`src/rtl/sa9226_scan.sv`:
```
// sa9226_scan: periodic SA9226 register scanner feeding a local shadow file.
// Issues one-byte reads via sa9226_ctrl, retries on NACK/timeout.
module sa9226_scan #(
  parameter logic [7:0] BASE_ADDR = 8'h00,
  parameter int NUM_REGS = 8,
  parameter int PERIOD = 100000,
  parameter int TIMEOUT = 65535,
  parameter int MAX_RETRY = 3
) (
  input  logic        clk,
  input  logic        rst,
  input  logic        enable,
  input  logic        scan_now,
  output logic        ctl_valid,
  input  logic        ctl_ready,
  output logic        ctl_direct,
  output logic [7:0]  ctl_addr,
  output logic [7:0]  ctl_din,
  input  logic        ctl_dout_vld,
  input  logic [7:0]  ctl_dout,
  input  logic        ctl_dout_err,
  input  logic [3:0]  rd_idx,
  output logic [7:0]  rd_data,
  output logic [15:0] vld_mask,
  output logic        busy,
  output logic        scan_done,
  output logic [7:0]  err_cnt
);

  localparam int PW =
    ($clog2(PERIOD) > 17) ? $clog2(PERIOD) : 17;
  localparam logic [PW-1:0] P_LOAD = PW'(PERIOD - 1);
  localparam logic [3:0] LAST = 4'(NUM_REGS - 1);
  localparam logic [4:0] NREG = 5'(NUM_REGS);
  localparam logic [15:0] TMO_LAST = 16'(TIMEOUT - 1);
  localparam logic [2:0] RMAX = 3'(MAX_RETRY);
  localparam logic [15:0] VM =
    16'((17'd1 << NUM_REGS) - 17'd1);

  typedef enum logic [1:0] {
    IDLE, ISSUE, WAIT_RESP, NEXT
  } state_t;

  state_t state, state_nx;

  logic [3:0]    idx;
  logic [2:0]    retry;
  logic [15:0]   tmr;
  logic [PW-1:0] period_cnt;
  logic          by_period;
  logic [7:0]    shadow [16];
  logic [15:0]   vld_q;

  logic trig, start, good, fail, last, can_retry;

  assign trig = enable && state == IDLE
             && period_cnt == '0;
  assign start = state == IDLE && (trig || scan_now);
  assign good = state == WAIT_RESP
             && ctl_dout_vld && !ctl_dout_err;
  assign fail = state == WAIT_RESP
             && (ctl_dout_vld ? ctl_dout_err
                              : tmr == TMO_LAST);
  assign can_retry = retry < RMAX;
  // a period-started scan is cut short once enable drops
  assign last = idx == LAST || (!enable && by_period);

  assign ctl_valid = state == ISSUE;
  assign ctl_direct = 1'b0;
  assign ctl_din = 8'h00;
  assign ctl_addr = BASE_ADDR + {4'd0, idx};
  assign busy = state != IDLE;
  assign vld_mask = vld_q & VM;

  always_comb begin
    state_nx = state;
    unique case (state)
      IDLE:
        if (start) state_nx = ISSUE;
      ISSUE:
        if (ctl_ready) state_nx = WAIT_RESP;
      WAIT_RESP:
        if (good) state_nx = NEXT;
        else if (fail)
          state_nx = can_retry ? ISSUE : NEXT;
      NEXT:
        state_nx = last ? IDLE : ISSUE;
      default:
        state_nx = IDLE;
    endcase
  end

  always_ff @(posedge clk) begin
    if (rst) state <= IDLE;
    else     state <= state_nx;
  end

  always_ff @(posedge clk) begin
    if (rst) begin
      idx <= '0;
      retry <= '0;
      tmr <= '0;
      period_cnt <= P_LOAD;
      by_period <= 1'b0;
      vld_q <= '0;
      err_cnt <= '0;
      scan_done <= 1'b0;
      rd_data <= '0;
      for (int i = 0; i < 16; i++) shadow[i] <= '0;
    end else begin
      scan_done <= state == NEXT && last;
      rd_data <= ({1'b0, rd_idx} < NREG)
               ? shadow[rd_idx] : 8'h00;
      if (enable && state == IDLE)
        period_cnt <= trig ? P_LOAD
                           : period_cnt - PW'(1);
      if (start) begin
        idx <= '0;
        retry <= '0;
        by_period <= trig;
      end
      if (state == ISSUE && ctl_ready) tmr <= '0;
      if (state == WAIT_RESP) tmr <= tmr + 16'd1;
      if (good) begin
        shadow[idx] <= ctl_dout;
        vld_q[idx] <= 1'b1;
      end
      if (fail) begin
        if (err_cnt != 8'hFF) err_cnt <= err_cnt + 8'd1;
        if (can_retry) retry <= retry + 3'd1;
        else           vld_q[idx] <= 1'b0;
      end
      if (state == NEXT) begin
        retry <= '0;
        if (!last) idx <= idx + 4'd1;
      end
    end
  end

endmodule

```
`config.mk`:
```
export PLATFORM = sky130hd
export DESIGN_NAME = sa9226_scan
export DESIGN_NICKNAME = d
export VERILOG_FILES = /design/src/rtl/sa9226_scan.sv
export SDC_FILE = /design/constraint.sdc
export NUM_CORES = 1
export LEC_CHECK = 0
export ABC_AREA = 1
export BUFFER_PORTS_ARGS = -buffer_cell sky130_fd_sc_hd__buf_4
export CAP_MARGIN = 0
export CORE_AREA = 2 2 116 118
export DETAILED_ROUTE_END_ITERATION = 10
export DIE_AREA = 0 0 118 120
export PLACE_DENSITY_LB_ADDON = 0.1
export SLEW_MARGIN = 20
export SYNTH_ARGS = -nofsm -noshare
export SYNTH_HDL_FRONTEND = slang
export SYNTH_SLANG_ARGS = --single-unit
```
`constraint.sdc`:
```
create_clock -name clk -period 3.7 [get_ports clk]
set_clock_uncertainty 0.1 [all_clocks]
set_input_delay 0 -clock clk [delete_from_list [all_inputs] [get_ports clk]]
set_output_delay 0 -clock clk [all_outputs]
set_load 0.05 [all_outputs]
```
### Word level (Yosys, flattened, before mapping)

Memories as Yosys holds them, arrays and structs flattened. A register that Yosys moved wholly into a read port is not among the register bits.
Index checks and enable logic that the tools add are counted.
W data, S select, Z words.

| operators by class | value |
|---|---|
| add/sub/neg operators | 5 |
| $mul | 0 |
| div/mod/pow operators | 0 |
| order comparisons | 4 |
| equality and inequality tests | 9 |
| shift operators | 0 |
| multiplexer cells | 31 |
| bitwise operators | 4 |
| reductions and logical operators | 23 |

Operator list:

| operator | number |
|---|---|
| $mux W16 | 6 |
| $logic_not A17 Y1 | 1 |
| $mux W17 | 1 |
| $sub A17 B1 Y17 const B | 1 |
| $add A16 B1 Y16 const B | 1 |
| $and A16 B16 Y16 | 1 |
| $eq A16 B16 Y1 const B | 1 |
| $mux W4 | 4 |
| $not A16 Y16 | 1 |
| $or A16 B16 Y16 | 1 |
| $logic_and A1 B1 Y1 | 10 |
| $mux W2 | 5 |
| $mux W1 | 9 |
| $mux W3 | 3 |
| $add A8 B1 Y8 const B | 1 |
| $mux W8 | 1 |
| $ne A8 B8 Y1 const B | 1 |
| $pmux W2 S4 | 1 |
| $reduce_or A8 Y1 | 1 |
| $lt A4 B5 Y1 const B | 1 |
| $add A4 B1 Y4 const B | 1 |
| $demux W1 S4 | 1 |
| $eq A2 B2 Y1 const B | 2 |
| $eq A4 B3 Y1 const B | 1 |
| 16 further kinds | 20 |

| word-level totals | value |
|---|---|
| bits in registers | 68 |
| bits in latches | 0 |
| memory bits (writable) | 128 |
| memory bits (read-only) | 0 |
| output and inout bits | 52 |
| memories kept | 1 |

Memory list:

| memory | words | bits a word | read ports | clocked after memory_dff | write ports | line | RTL |
|---|---|---|---|---|---|---|---|
| shadow | 16 | 8 | 1 | 1 | 16 | 51 | `logic [7:0] shadow [16];` |

### Longest topological paths before layout

Gate-level depths: netlist of the first run.

| depth | value |
|---|---|
| depth in word-level cells | 10 |
| mapped depth | 12 |
| gate-level depth less buffers | 12 |

### Least setup slack after synthesis of the first run

OpenSTA, ideal clock, no wires.

| path | value |
|---|---|
| kind | flip-flop to flip-flop |
| start point | register state[0] |
| end point | register tmr[13] |
| library setup time | 0.115 ns |
| data arrival time | 2.020 ns |
| data required time | 3.485 ns |
| path slack | 1.465 ns |
| stages on the path, launching flop included | 10 |
| path buffers | 0 |
| period minus slack after synthesis | 2.235 ns |
| cell sequence | dfxtp_1 > inv_1 > nor2_1 > nand2_1 > nand2_1 > inv_2 > nand2_1 > o21ai_0 > o21ai_1 > nor2_1 |

| on the way | value |
|---|---|
| word-level cells in the longest chain between the ends | 3 |
| elaborated cells on any way between the ends | 5 |
| classes of those cells | eq/ne (2); mux (1); reduce/logical (2) |

RTL lines:

| element | line | RTL |
|---|---|---|
| start: declaration | 44 | `state_t state, state_nx;` |
| start signal: assignment | 95 | `else state <= state_nx;` |
| $eq A2 B1 Y1 | n/a |  |
| named net ctl_valid | 14 | `output logic ctl_valid,` |
| $logic_and A1 B1 Y1 | 122 | `if (state == ISSUE && ctl_ready) tmr <= '0;` |
| $reduce_bool A2 Y1 (no line) | n/a |  |
| end signal: assignment | 123 | `if (state == WAIT_RESP) tmr <= tmr + 16'd1;` |
| end: declaration | 48 | `logic [15:0] tmr;` |

The timed path passes the listed nets, and every way through them passes these cells.
A chain may end at the register's enable or synchronous reset.

==> metrics, run 1 <==
outcome finished clean; final hold slack 21.0 ps; row cnt 42; die area 0.0142 mm²; final slew viol count 0; Nets 848; Max-Cap Viols 0; Synth Instances 764; placed cell areas 0.00667 mm²; CTS HTree Levels 4; Sink Count 132; Max stage delay on crit path 420 ps; antenna fix cells 0; slowest stage cell, crit path dfxtp_1; Max IR drop VDD 0.322 mV; register bit total from synthesis 132; vias in the first global route 4912; reg2reg end shadow[2][1]$_SDFFCE_PN0P_; worst setup path category reg -> reg; port bufs 49; vias after detailed routing 5161; setup violators final 0; R2R depth 8; Layout area overhead 17.7%; Max Root-Sink Buffers 2; largest net degree at the start of global routing 34; Fin Setup TNS 0 ps; main area contributors after synthesis edfxtp_1 31%, dfxtp_1 22%, nor2_1 12%; CP max FO 17; Final Hold Vio Count 0; Power, Total 3.69 mW; first-pass GRT wire length 24400 µm; crit path launch type flop; final period demand of the worst path 2390 ps; mapped cell area 0.00628 mm²; Die H 120 µm; Pwr Density 499 mW/mm²; worst-skew pair later-pin latency 430 ps; Avg WL per Cell 14.9 µm; Core Area 0.0130 mm²; Worst EP required 3680 ps; All-Layer GR Usage 0.221; top_reg_cell synth dfxtp_1; post-synth cell types 39; post-CTS setup buffers 0; number of synthesized flops with an enable pin 64; pre-CTS WS 1330 ps; drt pass-1 iters 5; Detail Placement HPWL 10500 µm; share of cells above drive strength 1 0.115; final instance area 0.00740 mm²; crit path from state[1]$_SDFFE_PP0P_; crit end category flop; Rel. slew slack 0.385; Post-Syn Area per Cell 8.22 µm²; RSZ-0062 raised after global routing false; reg2reg start state[1]$_SDFFE_PP0P_; Pleak 3.09 nW; most common cell in the netlist nor2_1; HP Start scan_now; r2r setup slk 1310 ps; CTS tree done; Syn. warnings 0; f_max 0.418 GHz; Synth top cells by count 194 x nor2_1, 120 x nand2_1, 68 x dfxtp_1; final instance count without filler cells 1008; Reg clk slew, reported paths 60 ps; Post-Route WL 15000 µm; RD Place Congestion 0.914; GRT overflow 0; Layout Utilization 0.570; root buffer cell clkbuf_16; CTS Buf Count 17; Initial DRC Count 413; final worst-path setup slack 1310 ps; Worst EP arrival 2380 ps; CP cell instances inv_2, nor2_4, nand2_1, nor2_4, inv_2, nor2_4, nand2_1, nand2_1; # IOs 71; Worst Max-Slew Pin Slew 921 ps; FFs w/ async S/R, synth 0; Post-route DRC 0; post-synth top area share 0.306; period utilization 0.647; starting density of the core 0.484; Inst Count DP 960; Detail Route Antenna Nets 0; post-synthesis sequential area ratio 0.523; area leader, netlist edfxtp_1; hold crit path type in -> reg; crit path capture shadow[2][1]$_SDFFCE_PN0P_; initial antenna violation count 0; DIE WIDTH 118 µm; DR vias/cell 5.12
-- flip-flops by register name, summed over array words and instances (netlist names) --
signal      count
by_period       1
err_cnt         8
idx             4
period_cnt     17
rd_data         8
retry           3
scan_done       1
shadow         64
state           2
tmr            16
vld_q           8
-- critical path: cells and delay by family, from the launching register on --
family        cells  cell delay, ps
buf+inv           2             120
simple gates      6            1410
flops             1             420
-- power breakdown --
group          internal (mW)  switching, mW
sequential              1.58         0.0380
combinational          0.124          0.346
clock                  0.932          0.669
-- worst min-delay path by stage --
stage,to,cells after the start
floorplan,state[1]$_SDFFE_PP0P_,2
global placement,state[1]$_SDFFE_PP0P_,3
detailed placement,state[1]$_SDFFE_PP0P_,3
CTS,state[1]$_SDFFE_PP0P_,6
global route,idx[3]$_SDFF_PP0_,6
finish,state[1]$_SDFFE_PP0P_,6
-- metal layers --
layer | up-vias | routed length, µm | track usage
met3 | 29 | 711 | 0.0580
li1 | 2596 | - | -
met2 | 137 | 7230 | 0.367
met5 | - | 0 | 0
met1 | 2399 | 6730 | 0.278
met4 | 0 | 327 | 0.0873
-- placed cells by master (no fill, tap or decap), drive strengths merged, types with 3 or more instances in the layout --
cell type    count
nor2           199
nand2          125
dfxtp           68
inv             67
edfxtp          64
o21ai           53
buf             50
nand3           34
a21oi           33
conb            21
clkbuf          19
o32ai           16
dlygate4sd3     16
ha              10
clkinv           9
a32oi            6
nand4            6
nor3             5
xor2             5
xnor2            5
clkinvlp         4
a31oi            3
-- logic make-up after synthesis --
| kind of cell | synth area share |
|---|---|
| adders and majority gates | 0.0199 |
| and+or+nand+nor | 0.243 |
| buffers and inverters | 0.0851 |
| DFF | 0.523 |
| other | 0.000597 |
| xor gates and xnor gates | 0.0139 |
| AOI/OAI and AO/OA | 0.115 |
-- timing repair --
item                                   CTS  global route
resized for setup                        0             0
hold buffers                            16             0
endpoints found under the hold margin   85             0
-- layout make-up --
class	instances	area, µm²
timing repair buffer	66	536
clock buffer	19	433
clock inverter	13	130
multi-input combinational	534	2540
tap	176	220
inverter	68	255
fill	1207	5580
sequential	132	3280
Power figures use the tool's default switching activity.
==> run 2: changes to the inputs <==
==> constraint.sdc (replaced) <==
create_clock -name clk -period 2 [get_ports clk]
set_clock_uncertainty 0.1 [all_clocks]
set_input_delay 0 -clock clk [delete_from_list [all_inputs] [get_ports clk]]
set_output_delay 0 -clock clk [all_outputs]
set_load 0.05 [all_outputs]
==> run 2 against run 1 <==
  * Via count up 1.5%
  * Sequential share of layout area is 1.1 points lower
  * Global-route usage increased by 0.74 points
  * Critical endpoint is now period_cnt[11]$_SDFFE_PP0P_
  * Largest cell class unchanged
  * Largest power group is now clock
  * Register-to-register slack lost 1200 ps
==> metrics, run 2 (synthesis gave the netlist of run 1 again) <==
period utilization 0.956 (+0.309); reg2reg start state[1]$_SDFFE_PP0P_; Reg clk slew, reported paths 60 ps (about the same); Max Root-Sink Buffers 2 (unchanged); Layout Utilization 0.585 (+0.0149); worst-skew pair later-pin latency 420 ps (about the same); R2R depth 8 (unchanged); HP Start ctl_dout_err; cell-internal power 5.30 mW (+100%); pre-CTS WS 102 ps (-1220 ps); Pleak 3.20 nW (+3.8%); Gate power share 0.125 (-0.002); Nets 863 (+1.8%); r2r setup slk 90 ps (-1220 ps); vias in the first global route 5174 (+5.3%); max reg flops 64 (unchanged); RD Place Congestion 0.830 (-9.3%); outcome finished clean; f_max 0.523 GHz (+25%); Min-Delay Endpoint state[1]$_SDFFE_PP0P_; NetSw 1.84 mW (+75%); clock power share 0.455 (+0.021); Max-Cap Viols 0 (unchanged); setup violators final 0 (unchanged); hold path cells 6 (unchanged); Worst EP arrival 2120 ps (-260 ps); CTS HTree Levels 4 (unchanged); largest net degree at the start of global routing 34 (unchanged); reg2reg end period_cnt[11]$_SDFFE_PP0P_; CTS tree done; # IOs 71 (unchanged); Pwr Density 941 mW/mm² (+89%); port bufs 49 (unchanged); commonest non-fill, non-tap cell in the layout nor2_1; most frequent cells in the layout 192 x nor2_1, 116 x nand2_1, 65 x dfxtp_1, 65 x buf_4, 64 x edfxtp_1; Final Hold Vio Count 0 (unchanged); Core Area 0.0130 mm² (unchanged); largest reg by FF count shadow; final period demand of the worst path 1910 ps (-482 ps); row cnt 42 (unchanged); drt pass-1 iters 5 (unchanged); initial antenna violation count 0 (unchanged); worst setup path category reg -> reg; Die H 120 µm (unchanged); hold crit path type in -> reg; CP max FO 10 (-7); DIE WIDTH 118 µm (unchanged); die area 0.0142 mm² (unchanged); share of cells above drive strength 1 0.140 (+0.0251); root buffer cell clkbuf_16; starting density of the core 0.484 (unchanged); CTS Buf Count 17 (unchanged); antenna fix cells 0 (unchanged); crit end category flop; final worst-path setup slack 88.0 ps (-1220 ps); Worst EP required 2210 ps (-1470 ps); biggest regs shadow: 64 flops, period_cnt: 17 flops, tmr: 16 flops; Initial DRC Count 370 (-10%); Max IR drop VDD 0.666 mV (+110%); Sw Ratio 0.258 (-0.0275); DR vias/cell 5.12 (about the same); Detail Route Antenna Nets 0 (unchanged); Seq pwr share 0.420 (-0.019); Sink Count 132 (unchanged); first-pass GRT wire length 25100 µm (+2.8%); RSZ-0062 raised after global routing true; Post-route DRC 0 (unchanged); vias after detailed routing 5240 (+1.5%); Avg WL per Cell 14.8 µm (-0.67%); Post-Route WL 15100 µm (+0.81%); crit path launch type flop; Detail Placement HPWL 10500 µm (about the same); Layout area overhead 20.8%; GRT overflow 0 (unchanged); final slew viol count 0 (unchanged); All-Layer GR Usage 0.229 (+0.00736)
==> run 2: per-layer routing <==
layer	vias to the layer above	part of all wire	GRT usage
li1	2622	-	-
met1	2429	0.43	0.267
met2	151	0.49	0.389
met3	38	0.050	0.0642
met4	0	0.032	0.111
met5	-	0	0
==> run 2: critical path, cell delays in order, from the launching register on <==
cell and delay [ps]:
dfxtp_1 370, nor2_2 250, nand2_2 190, nor2_1 140
nand3_1 140, nand2_1 120, clkinv_1 280, nand2_1 160
nor2_1 50
==> run 2: final cells by class <==
cell class,instances,area (µm²)
fillers,1173,5390
well taps,176,220
multi-input cells,534,2550
inverters,68,255
flip-flops and latches,132,3290
clock buffers,20,457
clock inverters,12,159
repair buffers,81,658
==> run 2: power by group through the flow <==
stage                     Sequential (mW)  Combinational (mW)  Clock (mW)
final                                3.00               0.891        3.25
after floorplan                      3.09               0.590           0
after CTS                            3.00               0.890        3.29
after global routing                 3.01               0.982        3.42
after global placement               3.05               0.858           0
after detailed placement             3.05               0.864           0
==> run 2: worst max-delay path by stage <==
stage,start,end,cells past startpoint,slack (ps)
final,state[1]$_SDFFE_PP0P_,period_cnt[11]$_SDFFE_PP0P_,8,90
after global routing,state[1]$_SDFFE_PP0P_,period_cnt[11]$_SDFFE_PP0P_,9,-100
after CTS,state[1]$_SDFFE_PP0P_,shadow[3][1]$_SDFFCE_PN0P_,8,70
after detailed placement,state[1]$_SDFFE_PP0P_,shadow[3][6]$_SDFFCE_PN0P_,8,100
after global placement,idx[1]$_SDFF_PP0_,shadow[7][0]$_SDFFCE_PN0P_,5,170
after floorplan,err_cnt[1]$_SDFFE_PP0P_,err_cnt[7]$_SDFFE_PP0P_,7,7
==> run 2: per-stage QoR <==
stage / TNS, ps / hold slack, ps / instance area [µm²] / power [mW] / instances
after detailed placement: 0 / 212 / 6810 / 3.92 / 976
after floorplan: 0 / 79.2 / 6360 / 3.68 / 784
after CTS: 0 / 23.4 / 7580 / 7.18 / 1023
after global placement: 0 / 205 / 6810 / 3.91 / 976
after global routing: -890 / 60.6 / 7590 / 7.41 / 1023
final: 0 / 38.8 / 7590 / 7.14 / 1023
==> run 2: what timing repair did <==
action,in CTS,in global routing
gates resized for setup,0,6
buffers inserted,0,0
hold buffers,15,0
endpoints found under the hold margin,99,0
endpoints found under the setup margin,0,53
==> run 3: changes to the inputs <==
--- a/config.mk
+++ b/config.mk
@@ -5,7 +5,6 @@
 export SDC_FILE = /design/constraint.sdc
 export NUM_CORES = 1
 export LEC_CHECK = 0
-export ABC_AREA = 1
 export BUFFER_PORTS_ARGS = -buffer_cell sky130_fd_sc_hd__buf_4
 export CAP_MARGIN = 0
 export CORE_AREA = 2 2 116 118
==> run 3 against run 2 <==
  * Maximum frequency decreased by 2.1%
  * Non-clock buffer count increased by 14
  * Sequential cell count unchanged
  * Total power decreased by 6.3%
  * Design area increased by 2.8%
  * Worst setup slack got worse by 40 ps
  * Count of clock-buffer cells in the layout increased by 3
  * Register-to-register slack got worse by 40 ps
  * Critical path type unchanged
==> metrics, run 3 <==
outcome finished clean; final instance count without filler cells 843 (-18%); worst-skew pair later-pin latency 420 ps (about the same); crit path launch type flop; first-pass GRT wire length 22400 µm (-11%); Post-route DRC 0 (unchanged); Worst EP arrival 2200 ps (+80 ps); Power, Total 6.69 mW (-6.3%); FFs w/ async S/R, synth 0 (unchanged); final slew viol count 0 (unchanged); post-synthesis sequential area ratio 0.519 (-0.00352); area of the multi-input gates 0.00279 mm² (+9.4%); Sink Count 132 (unchanged); biggest regs shadow: 64 flops, period_cnt: 17 flops, tmr: 16 flops; Avg WL per Cell 16.4 µm (+11%); Synth top cells by count 68 x dfxtp_1, 66 x and2_1, 64 x edfxtp_1; Pleak 3.01 nW (-5.9%); port bufs 49 (unchanged); max reg flops 64 (unchanged); vias after detailed routing 4443 (-15%); final period demand of the worst path 1950 ps (+40.2 ps); CTS tree done; top_reg_cell synth dfxtp_1; Nets 683 (-21%); Post-Syn Area per Cell 11.0 µm² (+33%); sequential standard cell area 0.00329 mm² (+0.23%); global routing usage on met1 0.250 (-0.0165); All-Layer GR Usage 0.206 (-0.0228); worst setup path category reg -> reg; Compound-Gate Fraction of Synth Area 0.0924 (-0.0221); main combinational cell family by area after synthesis simple AND/OR/NAND/NOR gates; most frequent cells in the layout 71 x buf_4, 66 x and2_1, 64 x edfxtp_1; multiplexer area fraction after synthesis 0.0784 (+0.0784); Detail Route Antenna Nets 0 (unchanged); mapped cell area 0.00632 mm² (+0.68%); Filler Cell Count 1103 (-6.0%); Synth Instances 577 (-24%); fraction of synthesized cell area in xor and xnor cells 0.0222 (+0.00822); Post-Route WL 13800 µm (-8.6%); # IOs 71 (unchanged); GRT busiest layer met2; met2 GRT Util 0.348 (-0.0403); DR vias/cell 5.27 (+2.9%); Max Root-Sink Buffers 2 (unchanged); Die H 120 µm (unchanged); commonest non-fill, non-tap cell in the layout buf_4; post-synth cell types 57 (+46%); number of synthesized flops with an enable pin 64 (unchanged); most common cell in the netlist dfxtp_1; Reg clk slew, reported paths 50 ps (about the same); f_max 0.512 GHz (-2.1%); Layout area overhead 23.4%; Core Area 0.0130 mm² (unchanged); setup violators final 0 (unchanged); post-synth top area share 0.304 (-0.00206); DIE WIDTH 118 µm (unchanged); final hold slack 97.6 ps (+58.8 ps); hold crit path type in -> reg; RD Place Congestion 0.817 (-1.5%); Detail Placement HPWL 9440 µm (-10%); vias in the first global route 4323 (-16%); Pwr Density 858 mW/mm² (-8.9%); share of cells above drive strength 1 0.240 (+0.0994); antenna fix cells 0 (unchanged); largest net degree at the start of global routing 30 (-12%); Syn. warnings 0 (unchanged); Initial DRC Count 200 (-46%); Max-Cap Viols 0 (unchanged); grt met3 use 0.0499 (-0.0143); period utilization 0.976 (+0.0201); CP max FO 8 (-2); die area 0.0142 mm² (unchanged); main area contributors after synthesis edfxtp_1 30%, dfxtp_1 22%, and2_1 6.5%; Max IR drop VDD 0.465 mV (-30%); CTS Buf Count 17 (unchanged); post-synthesis adder-cell area fraction 0.0198 (-0.000134); Worst EP required 2250 ps (+40 ps); register bit total from synthesis 132 (unchanged); GRT overflow 0 (unchanged); RSZ-0062 raised after global routing true; Inst Count DP 794 (-19%); Worst Max-Slew Pin Slew 545 ps; crit end category flop; Final Hold Vio Count 0 (unchanged); initial antenna violation count 0 (unchanged); Simple-Gate Fraction of Synth Area 0.210 (-0.0329); row cnt 42 (unchanged); root buffer cell clkbuf_16; area leader, netlist edfxtp_1; largest reg by FF count shadow; drt pass-1 iters 4 (-1); Rel. slew slack 0.634; starting density of the core 0.487 (+0.00328); CTS HTree Levels 4 (unchanged)
[run 3: cell types whose count changed after synthesis, moves of 11 or more]
cell	previous run	this run
nand3_1	33	14
nor2_1	194	47
a311oi_1	0	11
nand2_1	120	32
inv_1	61	10
o21ai_0	52	9
o32ai_1	16	0
mux4_2	0	16
and2_1	0	66
[run 3: layer usage]
metal	up-vias	part of all wire
met5	-	0
met4	0	0.021
met1	2124	0.43
met3	24	0.035
met2	84	0.51
li1	2211	-
[run 3: logic make-up (layout without fill, tap and decap cells)]
| kind of cell | after synthesis | in the layout |
|---|---|---|
| simple gates | 235 | 235 |
| flops | 132 | 132 |
| compound gates | 87 | 87 |
| buf+inv | 67 | 137 |
| mux | 29 | 29 |
| xor+xnor | 16 | 16 |
| fa+ha+maj | 10 | 10 |
| other cells | 1 | 21 |
[run 3: power breakdown]
part | total [mW] | internal, mW | switching, mW
registers | 2.92 | 2.89 | 0.0276
logic | 0.548 | 0.198 | 0.350
clock network | 3.22 | 2.12 | 1.10
total | 6.69 | 5.21 | 1.48
[run 3: cell type report]
cell class,count,area share
Inverter,10,0.00481
Tap cell,176,0.0282
Multi-Input combinational cell,398,0.358
Sequential cell,132,0.422
Clock buffer,23,0.0640
Timing Repair Buffer,95,0.107
Clock inverter,9,0.0157
[run 3: metrics by stage]
stage	setup TNS [ps]	setup WS [ps]	util	area (µm²)
floorplan	0	18.9	-	6410
global placement	0	101	0.536	6960
detailed placement	0	30.5	0.536	6960
CTS	0	21.0	0.597	7750
global route	-63.8	-17.4	0.601	7800
finish	0	47.8	0.601	7800
[run 3: worst max-delay path, cell delays in order, from the launching register on]
cell and delay, ps:
dfxtp_2 350, nand4b_1 270, nor4_4 320, a21boi_2 160
or4_4 550, a21oi_2 140
[run 3: worst paths after layout]
kind | start | end | slack, ps | cells past startpoint
worst max-delay path | state[0]$_SDFFE_PP0P_ | err_cnt[7]$_SDFFE_PP0P_ | 50 | 5
worst min-delay path | rd_idx[1] | rd_data[3]$_SDFF_PP0_ | 100 | 4
worst max register to register | state[0]$_SDFFE_PP0P_ | err_cnt[7]$_SDFFE_PP0P_ | 50 | 5
worst min register to register | by_period$_SDFFE_PP0P_ | by_period$_SDFFE_PP0P_ | 390 | 2
[run 3: repair_timing]
action | in CTS | in global routing
gates resized for setup | 0 | 17
buffers inserted | 0 | 0
endpoints found under the hold margin | 93 | 0
endpoints found under the setup margin | 0 | 25
hold buffers | 17 | 0
